## config.mk

```make
export PLATFORM = sky130hd
export DESIGN_NAME = mul
export DESIGN_NICKNAME = d
export VERILOG_FILES = /design/src/rtl/mul.sv
export SDC_FILE = /design/constraint.sdc
export NUM_CORES = 1
export LEC_CHECK = 0
export ABC_CLOCK_PERIOD_IN_PS = 3700
export BUFFER_PORTS_ARGS = -buffer_cell sky130_fd_sc_hd__buf_2
export CAP_MARGIN = 5
export CELL_PAD_IN_SITES_DETAIL_PLACEMENT = 0
export CELL_PAD_IN_SITES_GLOBAL_PLACEMENT = 2
export CORE_MARGIN = 2
export CORE_UTILIZATION = 38
export DETAILED_ROUTE_END_ITERATION = 7
export PLACE_DENSITY_LB_ADDON = 0.1
export SLEW_MARGIN = 20
export SYNTH_ARGS = -nofsm -noshare
export SYNTH_HDL_FRONTEND = slang
export SYNTH_SLANG_ARGS = --single-unit
export TNS_END_PERCENT = 5
```

## constraint.sdc

```tcl
create_clock -name clk -period 3.7 [get_ports clk]
set_input_delay 0.555 -clock clk [delete_from_list [all_inputs] [get_ports clk]]
set_output_delay 0.555 -clock clk [all_outputs]
set_load 0.01 [all_outputs]
```

## src/rtl/mul.sv

```systemverilog
// mul -- sequential shift-add multiplier, W x W -> 2W bits.
//
// A master pulses `start` for one cycle while the block is idle. The block
// then processes one multiplier bit per clock, LSB first. W cycles later it
// loads the product into `P` and pulses `done` for one cycle.
//
// Ports:
//   clk    rising-edge clock
//   rst    asynchronous, active-high reset
//   start  request, honoured only while busy = 0
//   a      multiplicand, captured on the accepting edge
//   b      multiplier, captured on the accepting edge
//   busy   high while a multiplication is in progress
//   done   one-cycle pulse: P has just been updated
//   P      product register, held until the next completion
//
// Compile-time option:
//   MUL_SIGNED_EN  defined   -> a, b and P are two's complement
//                  undefined -> unsigned operation (default)
module mul #(
  parameter int W = 4
) (
  input  logic           clk,
  input  logic           rst,
  input  logic           start,
  input  logic [W-1:0]   a,
  input  logic [W-1:0]   b,
  output logic           busy,
  output logic           done,
  output logic [2*W-1:0] P
);

  // The counter must be able to hold the value W itself.
  localparam int CW = $clog2(W + 1);

  typedef enum logic [0:0] {
    IDLE = 1'b0,
    RUN  = 1'b1
  } state_t;

  state_t          state_r;
  state_t          state_next_s;
  logic [CW-1:0]   cnt_r;
  logic [W-1:0]    a_r;
  logic [W-1:0]    b_r;
  logic [2*W-1:0]  acc_r;
  logic [2*W-1:0]  acc_next_s;
  logic [W:0]      hi_s;
  logic [W:0]      addend_s;
  logic [W:0]      sum_s;
  logic            last_s;
  logic            busy_r;
  logic            done_r;
  logic [2*W-1:0]  p_r;

  assign busy = busy_r;
  assign done = done_r;
  assign P    = p_r;

  // The iteration that consumes the multiplier MSB is the one that finishes.
  assign last_s = (cnt_r == CW'(1));

  // Next-state logic: leave IDLE on start, return when the final bit is done.
  always_comb begin
    state_next_s = state_r;
    case (state_r)
      IDLE: begin
        if (start) begin
          state_next_s = RUN;
        end else begin
          state_next_s = IDLE;
        end
      end
      RUN: begin
        if (last_s) begin
          state_next_s = IDLE;
        end else begin
          state_next_s = RUN;
        end
      end
      default: begin
        state_next_s = IDLE;
      end
    endcase
  end

  // One shift-add step. The upper half is widened to W+1 bits so the carry
  // (unsigned) or the sign (signed) survives the shift.
  always_comb begin
    hi_s       = '0;
    addend_s   = '0;
    sum_s      = '0;
    acc_next_s = '0;
`ifdef MUL_SIGNED_EN
    hi_s     = {acc_r[2*W-1], acc_r[2*W-1:W]};
    addend_s = {a_r[W-1], a_r};
    if (b_r[0]) begin
      // The multiplier MSB carries negative weight, so the last partial
      // product is subtracted rather than added.
      if (last_s) begin
        sum_s = hi_s - addend_s;
      end else begin
        sum_s = hi_s + addend_s;
      end
    end else begin
      sum_s = hi_s;
    end
`else
    hi_s     = {1'b0, acc_r[2*W-1:W]};
    addend_s = {1'b0, a_r};
    if (b_r[0]) begin
      sum_s = hi_s + addend_s;
    end else begin
      sum_s = hi_s;
    end
`endif
    // The sum's W+1 bits become the new top of the accumulator, which is
    // the same as adding into the upper half and shifting right by one.
    acc_next_s = {sum_s, acc_r[W-1:1]};
  end

  // Control state register.
  always_ff @(posedge clk or posedge rst) begin
    if (rst) begin
      state_r <= IDLE;
    end else begin
      state_r <= state_next_s;
    end
  end

  // Datapath and output registers: capture operands, iterate, publish result.
  always_ff @(posedge clk or posedge rst) begin
    if (rst) begin
      cnt_r  <= '0;
      a_r    <= '0;
      b_r    <= '0;
      acc_r  <= '0;
      busy_r <= 1'b0;
      done_r <= 1'b0;
      p_r    <= '0;
    end else begin
      case (state_r)
        IDLE: begin
          done_r <= 1'b0;
          if (start) begin
            a_r    <= a;
            b_r    <= b;
            acc_r  <= '0;
            cnt_r  <= CW'(W);
            busy_r <= 1'b1;
          end else begin
            busy_r <= 1'b0;
          end
        end
        RUN: begin
          acc_r <= acc_next_s;
          b_r   <= {1'b0, b_r[W-1:1]};
          cnt_r <= cnt_r - CW'(1);
          if (last_s) begin
            p_r    <= acc_next_s;
            done_r <= 1'b1;
            busy_r <= 1'b0;
          end else begin
            done_r <= 1'b0;
            busy_r <= 1'b1;
          end
        end
        default: begin
          busy_r <= 1'b0;
          done_r <= 1'b0;
        end
      endcase
    end
  end

endmodule

```

# Yosys cells after proc, flatten, opt, wreduce, memory -nomap -nowiden
# Cells that the tools add are included.
# totals
input_bits	11
elab_cells	26
out_inout_bits	10
reg_bits	29
# classes
addsub	2
reduce_logical	2
n_eq_ne	2
n_bitwise	1
muxes	12
# op_table
op	n
$pmux W8 S2	1
$mux W8	1
$pmux W4 S2	1
$pmux W3 S2	1
$add A4 B4 Y5	1
$mux W5	1
$mux W4	1
$pmux W1 S2	2
$reduce_and A2 Y1	2
$eq A3 B1 Y1 const B	1
$mux W1	3
$mux W3	1
$sub A3 B1 Y3 const B	1
$ne A2 B2 Y1 const B	1
$not A1 Y1	1

# Logic depth before layout (Yosys ltp)
# depth
depth_word	3
depth_mapped	6
depth_no_buf	6

# Worst setup path before layout
# Ideal clock, no wire load.
# synth_timing
path_type	reg-to-reg
startpoint	reg acc_r[4]
endpoint	reg acc_r[5]
setup_time_ns	0.129
path_buffers	0
path_stages_with_launch	7
setup_slack_ns	2.188
arrival_time_ns	1.383
period_less_slack_ns	1.512
required_ns	3.571
cell_sequence	dfrtp_1 > ha_1 > fa_1 > xnor2_1 > nor2_1 > a21oi_1 > mux2i_1
# synth_between
elab_chain_len	3
# synth_rtl
element	line_no	source
from (decl)	46	logic [2*W-1:0] acc_r;
from (signal assigned)	156	acc_r <= acc_next_s;
$add A4 B4 Y5	112	sum_s = hi_s + addend_s;
$mux W5	111	if (b_r[0]) begin
$pmux W8 S2	142	case (state_r)
# No other way between the ends.
# A chain may end at the register's enable or synchronous reset.

# Worst setup path in the final report
# layout_timing
startpoint	reg busy_r, in the netlist busy
endpoint	out busy
# layout_lines
element	line_no	source
from (decl)	52	logic busy_r;
from (signal assigned)	138	busy_r <= 1'b0;
from (signal assigned)	150	busy_r <= 1'b1;
from (signal assigned)	152	busy_r <= 1'b0;
to (decl)	28	output logic busy,
# No word-level cell between the ends.

==> metrics.md <==
| Metric | Value |
|---|---|
| Area of the multi-input gates | around 600 um2 |
| Synth Area in Compound Gates | 7.260% |
| Final Cycle Share | 59.60% |
| Switching Share | between 30% and 40% |
| # rows | 21 |
| Tmin final | 2.205 ns |
| Pre-antenna DRT Iters | 4 |
| DRC violation count after routing | 0 |
| Critical path endpoint category | primary output |
| Data required, critical path | 3.14 ns |
| Total chip power | 1041 uW |
| Synth Area in Adders | under 10% |
| CTS Buffer Depth | 2 |
| WL final | 2440 um |
| Syn. warnings | 0 |
| Mean Syn Cell Area | between 10 and 15 um2 |
| Main combinational cell family by area after synthesis | simple AND/OR/NAND/NOR gates |
| Post-Syn Area | 1379 um2 |
| Internal power | 643.0 uW |
| Routed Antenna Nets | 0 |
| Max Cap Violations | 0 |
| Distinct cells, synth | 29 |
| Switch Pwr | 397.5 uW |
| Initial Utilization | 40.37% |
| Min-delay worst type | input pin to async pin |
| Clock group share of total power | 11.8% |
| Skew-Pair Late Insertion Delay | 0.32 ns |
| Critical-path cell list | buf_2 |
| Buf/Inv on CP | 1 |
| Crit path kind | flip-flop to primary output |
| CP max stage delay | 1.05 ns |
| Largest net degree at the start of global routing | 30 |
| Gates resized, CTS repair | 0 |
| RSZ-0062 raised after global routing | no |
| Setup TNS | 0 ns |
| Main synth FF type | dfrtp_1 |
| Worst path arrival time | 1.65 ns |
| Startpoint types | flip-flop |
| CTS H-tree lvls | 1 |
| Core footprint | 3416 um2 |
| Cell family with most CP delay | flip-flops |
| Post-Synthesis Cells | 127 |
| Combinational share of power | 36.7% |
| FF+latch count, synth | 28 |
| Root Driver | clkbuf_4 |
| Most common cell in the netlist | dfrtp_1 |
| Slew at the pin with the worst max-slew slack | 1.032 ns |
| Maximum VDD drop | approximately 220 uV |
| Synth Area in Simple Gates | 16.88% |
| Slew Limit Headroom | 31.21% |
| # IOs | 21 |
| Register area | 700.7 um2 |
| Clk sinks | 28 |
| Syn-to-layout area delta | 8.893% |
| Flop pwr share | 51.5% |
| Fin nets | 164 |
| # diodes | 0 |
| # setup viols final | 0 |
| Mux share of post-synthesis cell area | 11.34% |
| Power Dens Cells | 693.0 nW/um2 |
| Share of the synthesized area in the top cell type | 50.82% |
| Commonest cells in the netlist | 28 x dfrtp_1, 25 x nand2_1, 10 x mux2i_1 |
| Fin Clk Skew | 0.005222 ns |
| Critical Path Slowest Stage Cell | dfrtp_1 |
| Final HPWL from detailed placement | between 1500 and 2000 um |
| Xor and xnor area share after synthesis | 1.270% |
| Fillcell total | 352 |
| Die width | 64.24 um |
| Top cells by area, synth | dfrtp_1 51%, mux2i_1 7.3%, nand2_1 6.8%, ha_1 5.4%, buf_6 3.3% |
| Syn nets | 145 |
| Status | completed |
| Register area share after synthesis | 50.82% |
| RePlAce Congestion | around 0.74 |
| GRT Residual Overflow | 0 |
| DRT iter0 DRCs | 38 |
| Peak Freq | 453.5 MHz |
| Post-CTS Hold Fix Bufs | 0 |
| Clock transition at path regs | 0.14 ns |
| Leading area contributor after synthesis | dfrtp_1 |
| Average vias per placed instance | around 4.9 |
| Wirelength per Cell | 12.84 um |
| Total CTS buffers | 3 |
| Vias in the first global route | 923 |
| Global router's overall resource usage | 13.28% |
| Die Y | 64.24 um |
| Critical Path Fanout Max | 29 |
| Initial antenna violation count | 0 |
| Post-synth EDFFs | 0 |
| Pleak | 0.0007656 uW |
| PortBufs | 20 |
| Async SR Flop Fraction | 100.0% |
| First-pass GRT wire length | 4243 um |
| Detailed-route via count | 922 |
| Slew Limit Fails | 0 |
| Number of setup buffers added after CTS | 0 |
| Share of cells above drive strength 1 | 20.83% |
| Die ar. | 4126 um2 |
| Hold violation count in the final report | 0 |
| CTS tree | built |
cell type report:
cell class	instances	share of cell area (%)
Sequential cell	28	46.67
Multi-Input combinational cell	88	40.08
Timing Repair Buffer	20	6.667
Tap cell	46	3.833
Clock buffer	3	1.500
Inverter	5	1.250
cells in the final DEF (no fill, tap or decap):
master,instances
nand3_1,1
o21ai_1,8
nor2_1,5
nand2b_1,7
o31ai_1,1
nand2_1,25
clkbuf_4,3
xnor2_1,2
o21ai_0,2
buf_2,20
nor3_1,2
inv_2,3
or3_1,1
dfrtp_1,28
mux2_2,1
ha_1,6
nand3b_4,1
nor2b_4,1
a21oi_1,4
mux2_1,4
a21o_1,1
nor3b_1,2
mux2i_1,10
a31oi_1,1
fa_1,1
nand4_1,1
inv_1,2
a21oi_2,1
stage by stage:
| stage | instances | area [um2] | setup slack (ns) | hold slack [ns] | util, % |
|---|---|---|---|---|---|
| 6_report | 190 | 1501 | 1.495 | 0.2784 | 43.96 |
| 5_1_grt | 190 | 1501 | 1.340 | 0.3029 | 43.96 |
| 4_1_cts | 190 | 1501 | 1.468 | 0.4279 | 43.96 |
| 3_5_place_dp | 187 | 1479 | 1.848 | 0.4625 | 43.30 |
| 3_3_place_gp | 187 | 1479 | 1.885 | 0.4506 | 43.30 |
| 2_1_floorplan | 127 | 1379 | 2.188 | 0.4394 | - |
final timing paths:
kind,from,to,slack [ns],cells after the start
worst max-delay path,busy,busy,1.49,1
worst min-delay path,rst,acc_r[2],0.28,2
worst max register to register,busy,P[6],1.86,4
worst min register to register,acc_r[1],P[0],0.49,2
max in group asynchronous,rst,a_r[2],3.04,2
min in group clk,a[0],a_r[0],0.44,2
logic make-up (layout without fill, tap and decap cells):
family	count (synthesis)	in the layout
buffers and inverters	11	28
AND/OR/NAND/NOR	46	46
XOR/XNOR	2	2
multiplexers	15	15
flip-flops	28	28
adder cells (fa/ha/maj)	7	7
AO/OA/AOI/OAI	18	18
metal layers:
layer | wire length (um) | share of wire, % | GRT usage, %
met1 | 1193 | 49 | 18.11
met2 | 1122 | 46 | 21.35
met3 | 106 | 4.3 | 1.585
met4 | 18 | 0.74 | 5.585
met5 | 0 | 0 | 0
power by group through the flow:
| stage | sequential, uW | clock (uW) | combinational, uW |
|---|---|---|---|
| finish | 536 | 123 | 382 |
| CTS | 539 | 132 | 389 |
| detailed placement | 546 | 0 | 385 |
| global placement | 539 | 0 | 376 |
| global route | 560 | 146 | 439 |
| floorplan | 492 | 0 | 358 |
worst reg2reg max path: stages, from the launching register on:
cell      delay [ns]
dfrtp_1         1.05
nand3b_4        0.35
nor3b_1         0.26
a21oi_1         0.06
nand2_1         0.07
registers in the layout, summed over array words and instances (netlist names):
name   cells
busy       1
P          8
acc_r      7
cnt_r      3
b_r        4
a_r        4
done       1
No activity file was read; power rests on OpenSTA's default activity.
